$ cat src/rtl/instruction_fetch.sv
// Fetch stage: PC + REQ/ACK imem reads, EXEC loads one edge after ACK, STALL absorbed by a one-entry skid (HOLD issues no request).
// Define IF_HALT_DETECT_EN to stop fetching once a HLT word (bits[15:14]=11, bits[7:4]=1111) reaches EXEC.
module instruction_fetch #(
    parameter int unsigned       ADDR_W   = 16,
    parameter logic [ADDR_W-1:0] RESET_PC = '0
) (
    input  logic              CLOCK,
    input  logic              RESET,
    output logic              IMEM_REQ,
    output logic [ADDR_W-1:0] IMEM_ADDR,
    input  logic              IMEM_ACK,
    input  logic [15:0]       IMEM_RDATA,
    input  logic              STALL,
    input  logic              BR_TAKEN,
    input  logic [ADDR_W-1:0] BR_TARGET,
    output logic [15:0]       EXEC,
    output logic              EXEC_VALID,
    output logic [ADDR_W-1:0] PC_OUT,
    output logic              HALTED
);

`ifdef IF_HALT_DETECT_EN
    typedef enum logic [1:0] {IDLE, REQ, HOLD, HALT} state_t;
`else
    typedef enum logic [1:0] {IDLE, REQ, HOLD} state_t;
`endif

    localparam logic [ADDR_W-1:0] PC_ONE = {{(ADDR_W-1){1'b0}}, 1'b1};

    state_t            state_q;
    logic [ADDR_W-1:0] pc_q;
    logic [15:0]       exec_q;
    logic              exec_vld_q;
    logic [ADDR_W-1:0] pc_out_q;
    logic [15:0]       skid_q;
    logic [ADDR_W-1:0] skid_pc_q;

    logic consumed;
    logic slot_free;
    logic br_take;

    assign consumed  = exec_vld_q && !STALL;
    assign slot_free = !exec_vld_q || !STALL;

`ifdef IF_HALT_DETECT_EN
    logic halted_q;
    logic hlt_mem;
    logic hlt_skid;
    assign hlt_mem  = (IMEM_RDATA[15:14] == 2'b11) && (IMEM_RDATA[7:4] == 4'b1111);
    assign hlt_skid = (skid_q[15:14] == 2'b11) && (skid_q[7:4] == 4'b1111);
    // Once halted, only reset can restart fetch, so redirects are dropped.
    assign br_take  = BR_TAKEN && (state_q != HALT);
    assign HALTED   = halted_q;
`else
    assign br_take  = BR_TAKEN;
    assign HALTED   = 1'b0;
`endif

    assign IMEM_REQ   = (state_q == REQ);
    assign IMEM_ADDR  = pc_q;
    assign EXEC       = exec_q;
    assign EXEC_VALID = exec_vld_q;
    assign PC_OUT     = pc_out_q;

    always_ff @(posedge CLOCK or posedge RESET) begin
        if (RESET) begin
            state_q    <= IDLE;
            pc_q       <= RESET_PC;
            exec_q     <= '0;
            exec_vld_q <= 1'b0;
            pc_out_q   <= RESET_PC;
            skid_q     <= '0;
            skid_pc_q  <= RESET_PC;
`ifdef IF_HALT_DETECT_EN
            halted_q   <= 1'b0;
`endif
        end else if (br_take) begin
            // Redirect wins over ACK, stall and any pending skid word.
            pc_q       <= BR_TARGET;
            exec_vld_q <= 1'b0;
            state_q    <= REQ;
        end else begin
            case (state_q)
                IDLE: state_q <= REQ;
                REQ: begin
                    if (IMEM_ACK) begin
                        pc_q <= pc_q + PC_ONE;
                        if (slot_free) begin
                            exec_q     <= IMEM_RDATA;
                            pc_out_q   <= pc_q;
                            exec_vld_q <= 1'b1;
`ifdef IF_HALT_DETECT_EN
                            if (hlt_mem) begin
                                state_q  <= HALT;
                                halted_q <= 1'b1;
                            end
`endif
                        end else begin
                            skid_q    <= IMEM_RDATA;
                            skid_pc_q <= pc_q;
                            state_q   <= HOLD;
                        end
                    end else if (consumed) begin
                        exec_vld_q <= 1'b0;
                    end
                end
                HOLD: begin
                    if (!STALL) begin
                        exec_q     <= skid_q;
                        pc_out_q   <= skid_pc_q;
                        exec_vld_q <= 1'b1;
                        state_q    <= REQ;
`ifdef IF_HALT_DETECT_EN
                        if (hlt_skid) begin
                            state_q  <= HALT;
                            halted_q <= 1'b1;
                        end
`endif
                    end
                end
`ifdef IF_HALT_DETECT_EN
                HALT: begin
                    if (consumed) begin
                        exec_vld_q <= 1'b0;
                    end
                end
`endif
                default: state_q <= IDLE;
            endcase
        end
    end

endmodule

$ cat config.mk
export PLATFORM = sky130hd
export DESIGN_NAME = instruction_fetch
export DESIGN_NICKNAME = d
export VERILOG_FILES = /design/src/rtl/instruction_fetch.sv
export SDC_FILE = /design/constraint.sdc
export NUM_CORES = 1
export LEC_CHECK = 0
export BUFFER_PORTS_ARGS = -buffer_cell sky130_fd_sc_hd__buf_2
export CAP_MARGIN = 20
export CORE_MARGIN = 1.5
export CORE_UTILIZATION = 54
export CTS_CLUSTER_DIAMETER = 50
export DETAILED_ROUTE_END_ITERATION = 8
export PLACE_DENSITY_LB_ADDON = 0.12
export SLEW_MARGIN = 20
export SYNTH_ARGS = -nofsm -noshare
export SYNTH_HDL_FRONTEND = slang
export SYNTH_SLANG_ARGS = --single-unit
$ cat constraint.sdc
create_clock -name CLOCK -period 2.45 [get_ports CLOCK]
set_input_delay 0.1225 -clock CLOCK [delete_from_list [all_inputs] [get_ports CLOCK]]
set_output_delay 0.1225 -clock CLOCK [all_outputs]
set_load 0.02 [all_outputs]
==> flow_metrics.tcl, run 1 <==
set metrics [dict create \
    worstPathArrival_ns 2.15 \
    ys_types 39 \
    grtUsageTotal 0.222 \
    clk_latency_ns 0.35 \
    grt_pass1_vias 2867 \
    p_per_area_mw_per_mm2 1060 \
    cp-start-kind "flop" \
    worst_slack_ns 0.586 \
    grt_max_degree 84 \
    setup_viol 0 \
    async_flop_share 1.00 \
    yosys.area.top_type_share 0.539 \
    cp_cell_sequence "inv_1 -> ha_1 -> and2_1 -> nand4_4 -> or4_1 -> nand3_1" \
    critPathMaxStageDelay_ns 0.49 \
    cts.sinks 83 \
    path_clk_slew_ns 0.08 \
    yosysMostFrequentCell "dfrtp_1" \
    endpoint_kind "flop" \
    synth.area.top_cells "dfrtp_1 (54%), mux2i_1 (9.1%), mux2_2 (5.3%)" \
    grt_pass1_wl_mm 13.1 \
    drtIter0Drc 163 \
    cts-buffers-inserted 9 \
    final_cells 546 \
    fmax_mhz 537 \
    hpwl_mm 5.30 \
    run_status "finished clean" \
    setup_tns_ns 0 \
    h-tree-depth 3 \
    multi_input_area_sq_mm 0.00165 \
    antenna_cells 0 \
    post_drt_wl_per_cell_microns 14.4 \
    num_vias 2857 \
    post_dp_cell_area_sq_mm 0.00437 \
    die_x_microns 87.4 \
    power_leakage_nw 2.11 \
    syn-num-nets 384 \
    ir_drop_v 0.000408 \
    start_util 0.564 \
    area_delta_synth_final_pct 24.1 \
    slew_violations 0 \
    max_cap_violations 0 \
    post-place-cells 511 \
    antenna_found_initial 0 \
    cts_tree "done" \
    place_congestion 0.789 \
    overflow 0 \
    ant_nets 0 \
    ioPinCount 88 \
    fin_total_pwr_mw 5.09 \
    p_int_mw 3.21 \
    finalInstanceArea_sq_mm 0.00478 \
    synth.avg_cell_area_sq_um 11.3 \
    synth_area_sq_mm 0.00385 \
    cpMaxStageDelayCell "or4_1" \
    reg2regPathDepth 6 \
    final_nets 487 \
    synth-seq-cells 83 \
    tightest_slew_ns 0.630 \
    route.detailed.drc 0 \
    ys_warn_count 0 \
    regArea_sq_mm 0.00208 \
    cts_root_buf "clkbuf_8" \
    rsz0062_at_grt "no" \
    dp_slack_ns 0.614 \
    rrSetupSlack_ns 0.59 \
    period_needed_ns 1.86 \
    drive_gt1_frac 0.298 \
    setup.worst_path.class "reg -> reg" \
    synth_ff_type "dfrtp_1" \
    totalWireLength_mm 7.87 \
    synth_edf_count 0 \
    firstDrtPassIters 4 \
    cts_buffer_depth 2 \
    final_core_util 0.699 \
    reg2reg_to "IMEM_ADDR[14]" \
    sw_frac_of_total 0.368 \
    fin_crit_sh 0.761 \
    maxSlewHeadroom 0.580 \
    critPathMaxFanout 8 \
    clockPowerShare 0.201 \
    dieHeight_microns 87.4 \
    crit_start "state_q[1]" \
    hold_violations 0 \
    cp.required_ns 2.73 \
    fin_skew_ns 0.0105 \
    synth-seq-area-share 0.539 \
    core_sq_mm 0.00683 \
    comb_power_share 0.353 \
    ctsResizeCount 0 \
    yosysTopAreaCell "dfrtp_1" \
    syn_inst 342 \
    netSwitchingPower_mw 1.87 \
    endpoint "IMEM_ADDR[14]" \
    avgViaCountPerCell 5.23 \
    min_path_type "in -> reg" \
    die_area_sq_mm 0.00764 \
    port_buffers 86 \
    timing.rr.start "state_q[1]" \
    p_seq_frac 0.445 \
    rows 30 \
    worst_hold_slack_ns 0.0128 \
    synth_commonest_cells "dfrtp_1 (83), a21oi_1 (38), nor2_1 (37), mux2i_1 (35), nand2_1 (21)" \
    fillers 547 \
    min_from "BR_TARGET[13]" \
]
-- metal layers --
metal,vias to the layer above,global-route usage,wire (microns)
met5,-,0,0
met4,0,0.101,117
met3,9,0.0332,346
met2,79,0.355,3790
met1,1368,0.301,3610
li1,1401,-,-
-- critical path, delay by kind of cell, from the launching register on --
kind,cells,cell delay [ns]
buffers and inverters,1,0.12
AND/OR/NAND/NOR,4,0.95
flip-flops,1,0.41
adder cells (fa/ha/maj),1,0.33
-- sequential cells by signal, summed over array words and instances, names as in the netlist --
| name | cells |
|---|---|
| EXEC | 16 |
| EXEC_VALID | 1 |
| IMEM_ADDR | 16 |
| PC_OUT | 16 |
| skid_pc_q | 16 |
| skid_q | 16 |
| state_q | 2 |
-- cell usage in the layout (no fill, tap or decap), drive strengths merged, types with 4 or more instances in the layout --
cell         instances
clkbuf              13
dfrtp               83
inv                  4
buf                 94
nand2               21
nand3                7
ha                   5
nand4                8
nor2                37
mux2                33
xor2                 8
dlygate4sd3         19
nor3                 4
o21ai               13
mux2i               35
a21oi               38
-- power groups by stage --
stage                     clock network, mW  logic (mW)  registers [mW]
after CTS                              1.05        1.82            2.27
after detailed placement                  0        1.79            2.29
after global routing                   1.10        2.00            2.34
after global placement                    0        1.74            2.26
after floorplan                           0       0.901            2.59
final                                  1.02        1.80            2.27
-- area by class of cell --
class / count / area share
Clock buffer: 13 / 0.0353
Clock inverter: 3 / 0.00943
Inverter: 5 / 0.00419
Multi-Input combinational cell: 233 / 0.346
Sequential cell: 83 / 0.435
Tap cell: 96 / 0.0251
Timing Repair Buffer: 113 / 0.145
-- what timing repair did --
| item | CTS | global route |
|---|---|---|
| hold buffers | 19 | 0 |
| hold endpoints to repair | 101 | 0 |
| buffers inserted | 0 | 0 |
-- how the worst min path moves through the flow --
| stage | end | depth (start not counted) |
|---|---|---|
| floorplan | IMEM_ADDR[14] | 2 |
| global placement | skid_q[3] | 3 |
| detailed placement | EXEC[3] | 3 |
| CTS | skid_q[9] | 2 |
| global route | skid_q[13] | 2 |
| finish | IMEM_ADDR[13] | 3 |
-- kinds of logic (layout without fill, tap and decap cells) --
group,after synthesis,after routing,synth area share
compound gates,58,58,0.0812
xor+xnor,10,10,0.0228
fa+ha+maj,5,5,0.0162
buf+inv,26,134,0.0335
flops,83,83,0.539
mux,68,68,0.188
other cells,1,1,0.000974
simple gates,91,91,0.118
Power figures use the tool's default switching activity.
==> run 2, diff against run 1 <==
ABC_AREA = 1   (was unset)
CORE_UTILIZATION = 55   (was 54)
clock period = 1.8 ns   (was 2.45 ns; I/O delays follow)
==> run 2 against run 1 <==
- sequential power rose by 34%
- sequential cell count stayed put
- clock power is 46% higher
- combinational power is 89% higher
- count of clock-buffer cells in the layout fell by 4
- synthesized area increased by 11%
- critical path depth rose by 2
- clock skew rose by 0.0038 ns
- via count grew 25%
- global-route usage grew 0.99 points
- setup slack worse by 0.44 ns
- worst hold slack gained 0.0019 ns
==> flow_metrics.tcl, run 2 <==
set metrics [dict create \
    run_status "finished clean" \
    cp-start-kind "flop" \
    clockPowerShare 0.187 \
    avgViaCountPerCell 5.07 \
    firstDrtPassIters 4 \
    synth_top_family_by_area "simple AND/OR/NAND/NOR gates" \
    slew_violations 0 \
    rows 31 \
    period_needed_ns 1.66 \
    mostFrequentLayoutCells "nand2_1 (158), buf_2 (86), dfrtp_1 (83)" \
    maxSlewHeadroom 0.506 \
    setup.worst_path.class "reg -> reg" \
    synth.area.top_cells "dfrtp_1 (48%), nand2_1 (14%), o21ai_2 (9.0%)" \
    min_from "IMEM_RDATA[10]" \
    drive_gt1_frac 0.271 \
    tightest_slew_ns 0.739 \
    async_flop_share 1.00 \
    synth_ff_type "dfrtp_1" \
    start_util 0.578 \
    dieHeight_microns 91.3 \
    synth_area_sq_mm 0.00428 \
    sw_frac_of_total 0.423 \
    port_buffers 86 \
    worstHoldEndpoint "skid_q[10]" \
    core_sq_mm 0.00741 \
    yosysMostFrequentCell "nand2_1" \
    synth-seq-area-share 0.485 \
    cts_buffer_depth 2 \
    syn-num-nets 552 \
    netSwitchingPower_mw 3.36 \
    cts_setup_buffers 0 \
    overflow 0 \
    ir_drop_v 0.000891 \
    hold_depth 3 \
    fin_total_pwr_mw 7.95 \
    worst_hold_slack_ns 0.0147 \
    clk_latency_ns 0.35 \
    setup_viol 0 \
    rrSetupSlack_ns 0.14 \
    hold_violations 0 \
    rsz0062_at_grt "no" \
    critPathMaxFanout 66 \
    reg2reg_to "skid_q[14]" \
    fillers 621 \
    die_x_microns 91.3 \
    antenna_cells 0 \
    p_int_mw 4.59 \
    final_nets 645 \
    comb_power_share 0.429 \
    synth-xor-area-share 0.00613 \
    area_delta_synth_final_pct 19.4 \
    cts.sinks 83 \
    place_congestion 0.860 \
    ant_nets 0 \
    grt_max_degree 67 \
    min_path_type "in -> reg" \
    synth_compound_area_frac 0.187 \
    endpoint_kind "flop" \
    path_clk_slew_ns 0.09 \
    drtIter0Drc 235 \
    post_drt_wl_per_cell_microns 12.6 \
    worstPathArrival_ns 1.87 \
    grtUsageTotal 0.232 \
    syn_inst 510 \
    synthAdderAreaFrac 0.0146 \
    die_area_sq_mm 0.00833 \
    cp.required_ns 2.01 \
    cts-buffers-inserted 9 \
    p_per_area_mw_per_mm2 1560 \
    setup_tns_ns 0 \
    ioPinCount 88 \
    final_common_cell "nand2_1" \
    p_seq_frac 0.384 \
    fin_skew_ns 0.0143 \
    hpwl_mm 6.22 \
    power_leakage_nw 2.71 \
    fin_crit_sh 0.920 \
    multi_input_area_sq_mm 0.00179 \
    fmax_mhz 604 \
    cts_root_buf "clkbuf_8" \
    grt_pass1_wl_mm 15.8 \
    yosysTopAreaCell "dfrtp_1" \
    synth_edf_count 0 \
    synth_commonest_cells "nand2_1 (159), dfrtp_1 (83), inv_1 (56), o21ai_0 (47), o21ai_2 (44)" \
    yosys.area_share.simple 0.208 \
    ys_types 32 \
    ys_warn_count 0 \
    max_cap_violations 0 \
    yosys.area.top_type_share 0.485 \
    num_vias 3585 \
    route.detailed.drc 0 \
    antenna_found_initial 0 \
    final_core_util 0.690 \
    h-tree-depth 3 \
    synth-seq-cells 83 \
    totalWireLength_mm 8.94 \
    synth.avg_cell_area_sq_um 8.40 \
    cts_tree "done" \
    regArea_sq_mm 0.00208 \
    timing.rr.start "state_q[1]" \
    grt_pass1_vias 3391 \
    synthMuxAreaShare 0 \
    reg2regPathDepth 8 \
]
==> run 2: cell count changes in the layout (fill, tap and decap cells not counted), sizes merged, moves of 33 or more <==
cell and change:
a21oi -33, inv +55, mux2 -33, mux2i -35
nand2 +138, o21ai +98
==> run 2: how the worst max path moves through the flow <==
stage	startpoint	end
2_1_floorplan	state_q[1]	IMEM_ADDR[7]
3_3_place_gp	state_q[1]	IMEM_ADDR[8]
3_5_place_dp	state_q[1]	IMEM_ADDR[5]
4_1_cts	state_q[1]	IMEM_ADDR[5]
5_1_grt	state_q[1]	skid_q[14]
6_report	state_q[1]	skid_q[14]
==> run 2: area by class of cell <==
cell class / count / area share
Clock buffer: 9 / 0.0242
Multi-Input combinational cell: 343 / 0.351
Clock inverter: 7 / 0.0193
Inverter: 59 / 0.0440
Sequential cell: 83 / 0.406
Tap cell: 99 / 0.0242
Timing Repair Buffer: 107 / 0.131
==> run 2: what timing repair did <==
action / in CTS / in global routing
hold endpoints to repair: 42 / 0
hold buffers: 13 / 0
setup endpoints to repair: 0 / 10
gates resized for setup: 0 / 1
==> run 2: cell families (layout without fill, tap and decap cells) <==
logic type	Yosys count	in the layout
AOI/OAI and AO/OA	122	122
xor gates and xnor gates	3	3
buffers and inverters	84	182
and+or+nand+nor	212	212
DFF	83	83
adders and majority gates	5	5
other	1	1
==> run 2: per-stage QoR <==
| step | std cells | setup WS (ns) | area (sq um) |
|---|---|---|---|
| 2_1_floorplan | 510 | 0.281 | 4290 |
| 3_3_place_gp | 678 | 0.205 | 4760 |
| 3_5_place_dp | 678 | 0.0998 | 4760 |
| 4_1_cts | 707 | 0.0947 | 5110 |
| 5_1_grt | 707 | 0.0183 | 5110 |
| 6_report | 707 | 0.144 | 5110 |
==> run 2: power by group through the flow <==
stage	Combinational (mW)	Clock (mW)	Sequential [mW]
after floorplan	2.11	0	3.53
after global placement	3.32	0	3.05
after detailed placement	3.42	0	3.09
after CTS	3.45	1.53	3.05
after global routing	3.81	1.60	3.15
final	3.41	1.49	3.05
==> run 2: critical path: stages (launching register included) <==
cell and delay [ns]:
dfrtp_1 0.39, inv_1 0.12, ha_1 0.28, inv_2 0.06, nor2_2 0.15, nand4_4 0.11
buf_12 0.22, nand2_1 0.09, o21ai_0 0.09
==> run 2: metal layers <==
metal  global-route usage  routed length [microns]  up-vias
met3               0.0360                      498        4
met4               0.0729                       58        0
met2                0.371                     4210      111
met1                0.325                     4170     1639
met5                    0                        0        -
li1                     -                        -     1831
